File: src/rtl/debug_controller_pkg.sv
// Shared constants for the debug controller: command bytes, FSM encoding, dump length.
// The optional cycle counter is enabled by defining DEBUG_CYCLE_COUNT_EN.
package debug_controller_pkg;

  localparam logic [7:0] CmdRun   = 8'h43;  // 'C'
  localparam logic [7:0] CmdStep  = 8'h53;  // 'S'
  localparam logic [7:0] CmdDump  = 8'h44;  // 'D'
  localparam logic [7:0] CmdReset = 8'h52;  // 'R'

`ifdef DEBUG_CYCLE_COUNT_EN
  localparam int unsigned DumpLen = 136;
`else
  localparam int unsigned DumpLen = 132;
`endif

  localparam logic [7:0] DumpLastIdx = 8'(DumpLen - 1);

  typedef enum logic [1:0] {
    StIdle = 2'd0,
    StRun  = 2'd1,
    StStep = 2'd2,
    StDump = 2'd3
  } state_e;

endpackage

File: src/rtl/dump_serializer.sv
// Byte-index to dump-byte mux: PC, reg0..reg31, then the cycle counter, each 4 bytes MSB first.
module dump_serializer #(
  parameter int unsigned PROC_BITS = 32,
  parameter int unsigned PC_BITS   = 32
) (
  input  logic [7:0]              byte_idx,
  input  logic [PC_BITS-1:0]      pc,
  input  logic [32*PROC_BITS-1:0] rf_regs,
  input  logic [31:0]             cycle_cnt,
  output logic [7:0]              tx_byte
);

  logic [31:0] pc_w;
  logic [31:0] reg_w [32];
  logic [31:0] word;
  logic [5:0]  word_sel;
  logic [4:0]  reg_sel;

  // Every dumped word is 32 bits regardless of the configured widths.
  if (PC_BITS >= 32) begin : g_pc_trunc
    assign pc_w = pc[31:0];
  end else begin : g_pc_ext
    assign pc_w = {{(32-PC_BITS){1'b0}}, pc};
  end

  for (genvar i = 0; i < 32; i++) begin : g_reg
    if (PROC_BITS >= 32) begin : g_trunc
      assign reg_w[i] = rf_regs[i*PROC_BITS +: 32];
    end else begin : g_ext
      assign reg_w[i] = {{(32-PROC_BITS){1'b0}}, rf_regs[i*PROC_BITS +: PROC_BITS]};
    end
  end

  assign word_sel = byte_idx[7:2];
  assign reg_sel  = 5'(word_sel - 6'd1);

  always_comb begin
    word = cycle_cnt;
    if (word_sel == 6'd0) begin
      word = pc_w;
    end else if (word_sel <= 6'd32) begin
      word = reg_w[reg_sel];
    end
  end

  always_comb begin
    tx_byte = 8'h00;
    case (byte_idx[1:0])
      2'd0: tx_byte = word[31:24];
      2'd1: tx_byte = word[23:16];
      2'd2: tx_byte = word[15:8];
      2'd3: tx_byte = word[7:0];
      default: tx_byte = 8'h00;
    endcase
  end

endmodule

File: src/rtl/debug_controller.sv
// UART-driven run/step/dump debug controller for a simple pipelined core.
// Define DEBUG_CYCLE_COUNT_EN to count enabled cycles and append the count to the dump.
module debug_controller
  import debug_controller_pkg::*;
#(
  parameter int unsigned PROC_BITS = 32,
  parameter int unsigned PC_BITS   = 32
) (
  input  logic                    clk,
  input  logic                    rst_n,
  input  logic [7:0]              i_rx_data,
  input  logic                    i_rx_valid,
  output logic [7:0]              o_tx_data,
  output logic                    o_tx_valid,
  input  logic                    i_tx_ready,
  output logic                    o_proc_enable,
  output logic                    o_proc_reset,
  input  logic                    i_halt,
  input  logic [PC_BITS-1:0]      i_pc,
  input  logic [32*PROC_BITS-1:0] i_rf_regs,
  output logic                    o_busy
);

  state_e      state_q, state_d;
  logic [7:0]  byte_idx_q, byte_idx_d;
  logic        proc_reset_q;
  logic        cmd_valid;
  logic        cmd_reset;
  logic        tx_fire;
  logic [7:0]  ser_byte;
  logic [31:0] cycle_cnt;

  assign cmd_valid     = (state_q == StIdle) && i_rx_valid;
  assign cmd_reset     = cmd_valid && (i_rx_data == CmdReset);
  assign o_proc_enable = (state_q == StRun) || (state_q == StStep);
  assign o_busy        = (state_q != StIdle);
  assign o_tx_valid    = (state_q == StDump);
  assign o_tx_data     = o_tx_valid ? ser_byte : 8'h00;
  assign o_proc_reset  = proc_reset_q;
  assign tx_fire       = o_tx_valid && i_tx_ready;

  always_comb begin
    state_d    = state_q;
    byte_idx_d = byte_idx_q;
    unique case (state_q)
      StIdle: begin
        if (cmd_valid) begin
          case (i_rx_data)
            CmdRun:  state_d = StRun;
            CmdStep: state_d = StStep;
            CmdDump: state_d = StDump;
            default: state_d = StIdle;
          endcase
        end
      end
      StRun: begin
        if (i_halt) state_d = StDump;
      end
      StStep: begin
        state_d = StDump;
      end
      StDump: begin
        if (tx_fire) begin
          if (byte_idx_q == DumpLastIdx) begin
            byte_idx_d = 8'd0;
            state_d    = StIdle;
          end else begin
            byte_idx_d = byte_idx_q + 8'd1;
          end
        end
      end
      default: state_d = StIdle;
    endcase
  end

  always_ff @(posedge clk or negedge rst_n) begin
    if (!rst_n) begin
      state_q      <= StIdle;
      byte_idx_q   <= 8'd0;
      proc_reset_q <= 1'b0;
    end else begin
      state_q      <= state_d;
      byte_idx_q   <= byte_idx_d;
      proc_reset_q <= cmd_reset;
    end
  end

`ifdef DEBUG_CYCLE_COUNT_EN
  logic [31:0] cycle_cnt_q;

  always_ff @(posedge clk or negedge rst_n) begin
    if (!rst_n) begin
      cycle_cnt_q <= 32'd0;
    end else if (cmd_reset) begin
      cycle_cnt_q <= 32'd0;
    end else if (o_proc_enable) begin
      cycle_cnt_q <= cycle_cnt_q + 32'd1;
    end
  end

  assign cycle_cnt = cycle_cnt_q;
`else
  assign cycle_cnt = 32'd0;
`endif

  // Datapath is stalled during the dump, so PC and registers are read live.
  dump_serializer #(
    .PROC_BITS (PROC_BITS),
    .PC_BITS   (PC_BITS)
  ) u_dump_serializer (
    .byte_idx  (byte_idx_q),
    .pc        (i_pc),
    .rf_regs   (i_rf_regs),
    .cycle_cnt (cycle_cnt),
    .tx_byte   (ser_byte)
  );

endmodule

File: config.mk
export PLATFORM = sky130hd
export DESIGN_NAME = debug_controller
export DESIGN_NICKNAME = d
export VERILOG_FILES = /design/src/rtl/debug_controller_pkg.sv /design/src/rtl/dump_serializer.sv /design/src/rtl/debug_controller.sv
export SDC_FILE = /design/constraint.sdc
export NUM_CORES = 1
export LEC_CHECK = 0
export ABC_AREA = 0
export BUFFER_PORTS_ARGS = -buffer_cell sky130_fd_sc_hd__buf_2
export CAP_MARGIN = 5
export CORE_AREA = 2 2 424 426
export DETAILED_ROUTE_END_ITERATION = 8
export DIE_AREA = 0 0 426 428
export PLACE_DENSITY = 0.32
export SLEW_MARGIN = 20
export SYNTH_ARGS = -nofsm -noshare
export SYNTH_HDL_FRONTEND = slang
export SYNTH_SLANG_ARGS = --single-unit
File: constraint.sdc
create_clock -name clk -period 9.1 [get_ports clk]
set_input_delay 0.91 -clock clk [delete_from_list [all_inputs] [get_ports clk]]
set_output_delay 0.91 -clock clk [all_outputs]
set_load 0.01 [all_outputs]
Word level (Yosys, flattened, before mapping)
Index checks and enable logic that the tools add are counted.
- word-level logic and storage cells: 47
- flip-flop bits (word level): 11
- memories: 0
- RAM bits: 0
- output and inout port bits: 12
- input bits: 1069
- latch bits: 0
- memory bits (read-only): 0
- eq/ne operators: 15
- divide/modulo/power cells: 0
- multipliers: 0
- reduce and logical (&&, ||, !) cells: 10
- bitwise operators: 1
- $add $sub $neg: 2
- order comparisons: 2
- mux-type cells: 14
- shifts and indexed selects: 0
- operators by type and width (cell ; number):
    binary-select mux 32 bit (select 5 bit) ; 1
    two-way mux 32 bit ; 4
    equality test 8 x 7 -> 1 bit, second input constant ; 4
    case mux 8 bit (4 select lines) ; 1
    two-way mux 8 bit ; 2
    adder 8 x 1 -> 8 bit, second input constant ; 1
    equality test 2 bit, second input constant ; 4
    equality test 8 bit, second input constant ; 1
    two-way mux 2 bit ; 4
    case mux 2 bit (4 select lines) ; 1
    greater-or-equal comparator 6 bit, second input constant ; 1
    less-or-equal comparator 6 bit, second input constant ; 1
    zero test 6 bit ; 1
    NOT 5 -> 6 bit ; 1
    case mux 2 bit (3 select lines) ; 1
    subtractor 5 x 1 -> 5 bit, second input constant ; 1
    equality test 2 x 1 -> 1 bit, second input constant ; 2
    zero test 2 bit ; 2
    != test 2 x 1 -> 1 bit, second input constant ; 2
    != test 2 bit, second input constant ; 2
    AND reduction 4 bit ; 1
    logical AND 1 bit ; 3
    AND reduction 2 bit ; 1
    nonzero test 2 bit ; 1
    logical OR 1 bit ; 1

Depth between registers and ports, before layout
- word-level depth: 9
- mapped depth: 18
- depth with buffers taken out: 9

Modules after synthesis
A second synthesis with hierarchy kept.
- cells, all modules: 859
- area total of the unflattened synthesis: 9626.7 um^2
- by module, submodules not included (module ; cells an instance ; seq. area each (um^2) ; area an instance (um^2) ; times used):
    dump_serializer ; 787 ; 0.0 ; 8942.3 ; 1
    debug_controller ; 72 ; 275.3 ; 684.4 ; 1

Worst setup path before layout
Ideal clock, no wire load.
- path kind: register -> output
- start: reg byte_idx_q[2]
- end: out o_tx_data[2]
- data arrival time: 3.761 ns
- buffers on the path: 8
- setup slack: 4.429 ns
- required time: 8.190 ns
- cell stages (with the launch flop): 17
- path through: dfrtp_1 > buf_2 > buf_4 > buf_4 > inv_2 > buf_1 > ha_1 > buf_6 > xor2_2 > buf_6 > buf_6 > buf_4 > mux2i_1 > o22ai_1 > or4_1 > nor4_1 > a211oi_1
- longest elaborated chain between the ends: 9
- elaborated cells between the ends (all ways): 11
- those cells by class: add/sub (1); order compare (1); mux (7); bitwise (1); reduce/logical (1)
- ends and longest elaborated chain (what ; RTL line ; source):
    start: declaration ; debug_controller.sv:25 ; logic [7:0] byte_idx_q, byte_idx_d;
    start signal: assignment ; debug_controller.sv:83 ; byte_idx_q <= byte_idx_d;
    subtractor 5 x 1 -> 5 bit ; dump_serializer.sv:35 ; assign reg_sel = 5'(word_sel - 6'd1);
    NOT 5 -> 6 bit (implied by the code) ; dump_serializer.sv:42 ; word = reg_w[reg_sel];
    binary-select mux 32 bit (select 5 bit) ; dump_serializer.sv:42 ;
    two-way mux 32 bit (implied by the code) (2 in series) ; dump_serializer.sv:42 ;
    two-way mux 32 bit ; dump_serializer.sv:41 ; end else if (word_sel <= 6'd32) begin
    two-way mux 32 bit (*) ; dump_serializer.sv:39 ; if (word_sel == 6'd0) begin
    case mux 8 bit (4 select lines) (*) ; dump_serializer.sv:48 ; case (byte_idx[1:0])
    two-way mux 8 bit (*) ; debug_controller.sv:38 ; assign o_tx_data = o_tx_valid ? ser_byte : 8'h00;
    end: declaration ; debug_controller.sv:13 ; output logic [7:0] o_tx_data,
Mark *: on every way between the ends. The rest lies on a longest branch, timed or not. The select of a mux whose other input is x is not followed.

Worst setup path in the final report
- start: reg byte_idx_q[2]
- end: out o_tx_data[1]
Same word-level chain as after synthesis.

==> flow_metrics.py <==
metrics = {
    "status": {
        "status": "finished clean",
    },
    "route": {
        "routedWlPerCell_um": 32.0,
        "drtAntennaViolNets": 0,
        "drt_iter0_markers": 968,
        "dr_total_vias": 13900,
        "wl_mm": 137,
        "drcViolationCount": 0,
        "vias_per_cell": 3.25,
        "dr.pass1.iters": 5,
    },
    "cts": {
        "cts_resized": 0,
        "cts.sinks": 11,
        "cts_setup_buffers": 0,
        "worstSkewPairLatency_ns": 0.26,
        "cts_buffers": 3,
        "hold_buffers": 0,
        "root_buffer": "clkbuf_16",
        "tritoncts": "yes",
        "cts.htree.levels": 1,
        "clk_pin_slew_ns": 0.06,
        "cts_max_path_buffers": 2,
    },
    "global_route": {
        "antenna_found_initial": 149,
        "grt_max_degree": 81,
        "grt_pass1_wl_mm": 167,
        "overflow": 0,
        "first_global_vias": 14400,
        "track_usage": 0.143,
    },
    "critical_path": {
        "critPathRequiredTime_ns": 8.19,
        "crit_type": "reg -> out",
        "crit_path_end_kind": "primary output",
        "start_kind": "register",
        "path_max_fanout": 30,
        "cp.arrival_ns": 5.76,
        "reg2reg_depth": 8,
    },
    "power": {
        "share_seq_of_total_power": 0.046,
        "internal_power_w": 0.000610,
        "p_leak_nw": 7.56,
        "total_power_w": 0.00135,
        "combPwrFrac": 0.887,
        "power.density_nw_per_um2": 74.5,
        "peakVddDrop_uv": 49.9,
        "power_frac_clock": 0.067,
        "swShare": 0.546,
        "p_switching_w": 0.000735,
    },
    "sta": {
        "worstMarginPinSlew_ns": 1.06,
        "fin_tns_setup_ns": 0,
        "skew_ns": 0.00766,
        "finalHoldViolations": 0,
        "finalSetupViolCount": 0,
        "relSlewSlack": 0.296,
        "slew_violations": 0,
        "fin_crit_ns": 6.67,
        "fmax_mhz": 150,
        "fin_crit_sh": 0.733,
        "rsz0062_at_grt": "no",
    },
    "flow_run": {
        "drv_cap": 0,
    },
    "placed_design": {
        "io_buffers": 1080,
        "routabilityCongestion": 0.952,
        "hpwl_mm": 125,
    },
    "final_layout": {
        "final_cell_mix": "buf_2 (1080), mux4_2 (247), nand2_1 (119)",
        "final_common_cell": "buf_2",
        "syn2layout_area_growth_pct": 89.2,
        "nets": 2959,
        "drive_above_1_share": 0.748,
    },
    "synth": {
        "synth_top_cell_area_share": 0.582,
        "netlist_area_um2": 9550,
        "syn-num-nets": 1924,
        "yosysWarnings": 0,
        "netlist_instances": 845,
        "ys_types": 56,
        "ys_ff_latch": 11,
        "ys_seq_area_frac": 0.0288,
        "synth_top_area_cell": "mux4_2",
        "avgSynthCellArea_um2": 11.3,
        "yosys-top-cells-area": "mux4_2 (58%), mux2i_1 (7.3%), nand2_1 (4.7%), dfrtp_1 (2.9%), a21oi_1 (2.4%)",
        "async_reset_ff_frac": 1.00,
        "synth_edf_count": 0,
        "dominantRegCellSynth": "dfrtp_1",
    },
    "floorplan": {
        "core_um2": 178000,
        "die_height_um": 428,
        "rows": 155,
        "die_area_um2": 182000,
        "start_util": 0.0538,
        "die_x_um": 426,
        "ios": 1081,
    },
    "hold_path": {
        "hp-class": "in -> async",
    },
}
==> state kept, by name, indices dropped and copies added, names as in the netlist <==
| register | cells |
|---|---|
| o_proc_reset | 1 |
| byte_idx_q | 8 |
| state_q | 2 |
==> power groups by stage <==
stage	Clock (W)	Combinational [W]	Sequential, W
floorplan	0	0.000469	0.0000581
global placement	0	0.00126	0.0000627
detailed placement	0	0.00126	0.0000629
CTS	0.0000923	0.00127	0.0000621
global route	0.0000927	0.00128	0.0000632
finish	0.0000901	0.00119	0.0000616
==> per-stage QoR <==
step | utilization | instance area [um2] | setup WS, ns | hold slack, ns | std cells
after floorplan | - | 9550 | 4.43 | 0.527 | 845
after global placement | 0.100 | 17800 | 2.24 | 0.552 | 4230
after detailed placement | 0.101 | 17900 | 2.25 | 0.563 | 4230
after CTS | 0.101 | 17900 | 1.95 | 0.557 | 4234
after global routing | 0.101 | 18000 | 2.05 | 0.567 | 4259
final | 0.102 | 18100 | 2.43 | 0.550 | 4288
==> cells in the mapped netlist (6+ instances only) <==
library cell and count:
a2111oi_0 11, a211oi_1 11, a21oi_1 46, a222oi_1 8
buf_1 7, buf_2 28, buf_4 15, buf_6 12
clkbuf_1 30, dfrtp_1 11, ha_1 10, inv_1 9
mux2_2 9, mux2i_1 70, mux4_2 247, nand2_1 119
nand3_1 30, nand4_1 6, nor2_1 24, nor2b_1 6
nor4_1 11, o21ai_0 19, o22ai_1 32, or4_1 9
xnor2_1 9
==> worst paths after layout <==
path / startpoint / endpoint / slack, ns
hold / removal: rst_n / o_proc_reset / 0.55
min in group clk: byte_idx_q[0] / byte_idx_q[0] / 0.57
setup / recovery: byte_idx_q[2] / o_tx_data[1] / 2.43
max in group asynchronous: rst_n / byte_idx_q[2] / 8.25
hold reg to reg: byte_idx_q[0] / byte_idx_q[0] / 0.57
setup reg to reg: byte_idx_q[2] / state_q[0] / 5.89
==> kinds of logic (layout without fill, tap and decap cells) <==
group / after synthesis / in the layout / share of synthesized area
AO/OA/AOI/OAI: 147 / 147 / 0.0976
XOR/XNOR: 13 / 13 / 0.0127
adder cells (fa/ha/maj): 10 / 10 / 0.0131
buffers and inverters: 104 / 1138 / 0.0622
flip-flops: 11 / 11 / 0.0288
multiplexers: 329 / 329 / 0.671
other: 0 / 54 / 0
AND/OR/NAND/NOR: 231 / 231 / 0.114
==> per-layer routing <==
| metal | global-route usage | vias to the layer above | wire (um) |
|---|---|---|---|
| met5 | 0.00952 | - | 787 |
| met2 | 0.258 | 838 | 69600 |
| met3 | 0.0474 | 195 | 12900 |
| li1 | - | 5770 | - |
| met1 | 0.165 | 7044 | 51600 |
| met4 | 0.0203 | 84 | 2230 |
==> critical path: stages, from the launching register on <==
cell	delay, ns
dfrtp_4	0.72
inv_2	0.18
buf_4	0.31
ha_1	0.53
nor3b_2	0.39
xnor2_2	0.16
buf_4	0.30
nand3_1	0.78
o22ai_1	0.55
or4_1	0.31
nor4_1	0.14
buf_4	0.21
a211oi_1	0.58
buf_2	0.27
==> area by class of cell <==
class / instances / area (um2)
multi-input cells: 730 / 8800
repair buffers: 1124 / 5800
fillers: 20800 / 160000
diodes: 54 / 135
inverters: 10 / 37.5
well taps: 2355 / 2950
clock buffers: 3 / 75.1
clock inverters: 1 / 5.00
flip-flops and latches: 11 / 279
No activity file was read; power rests on OpenSTA's default activity.
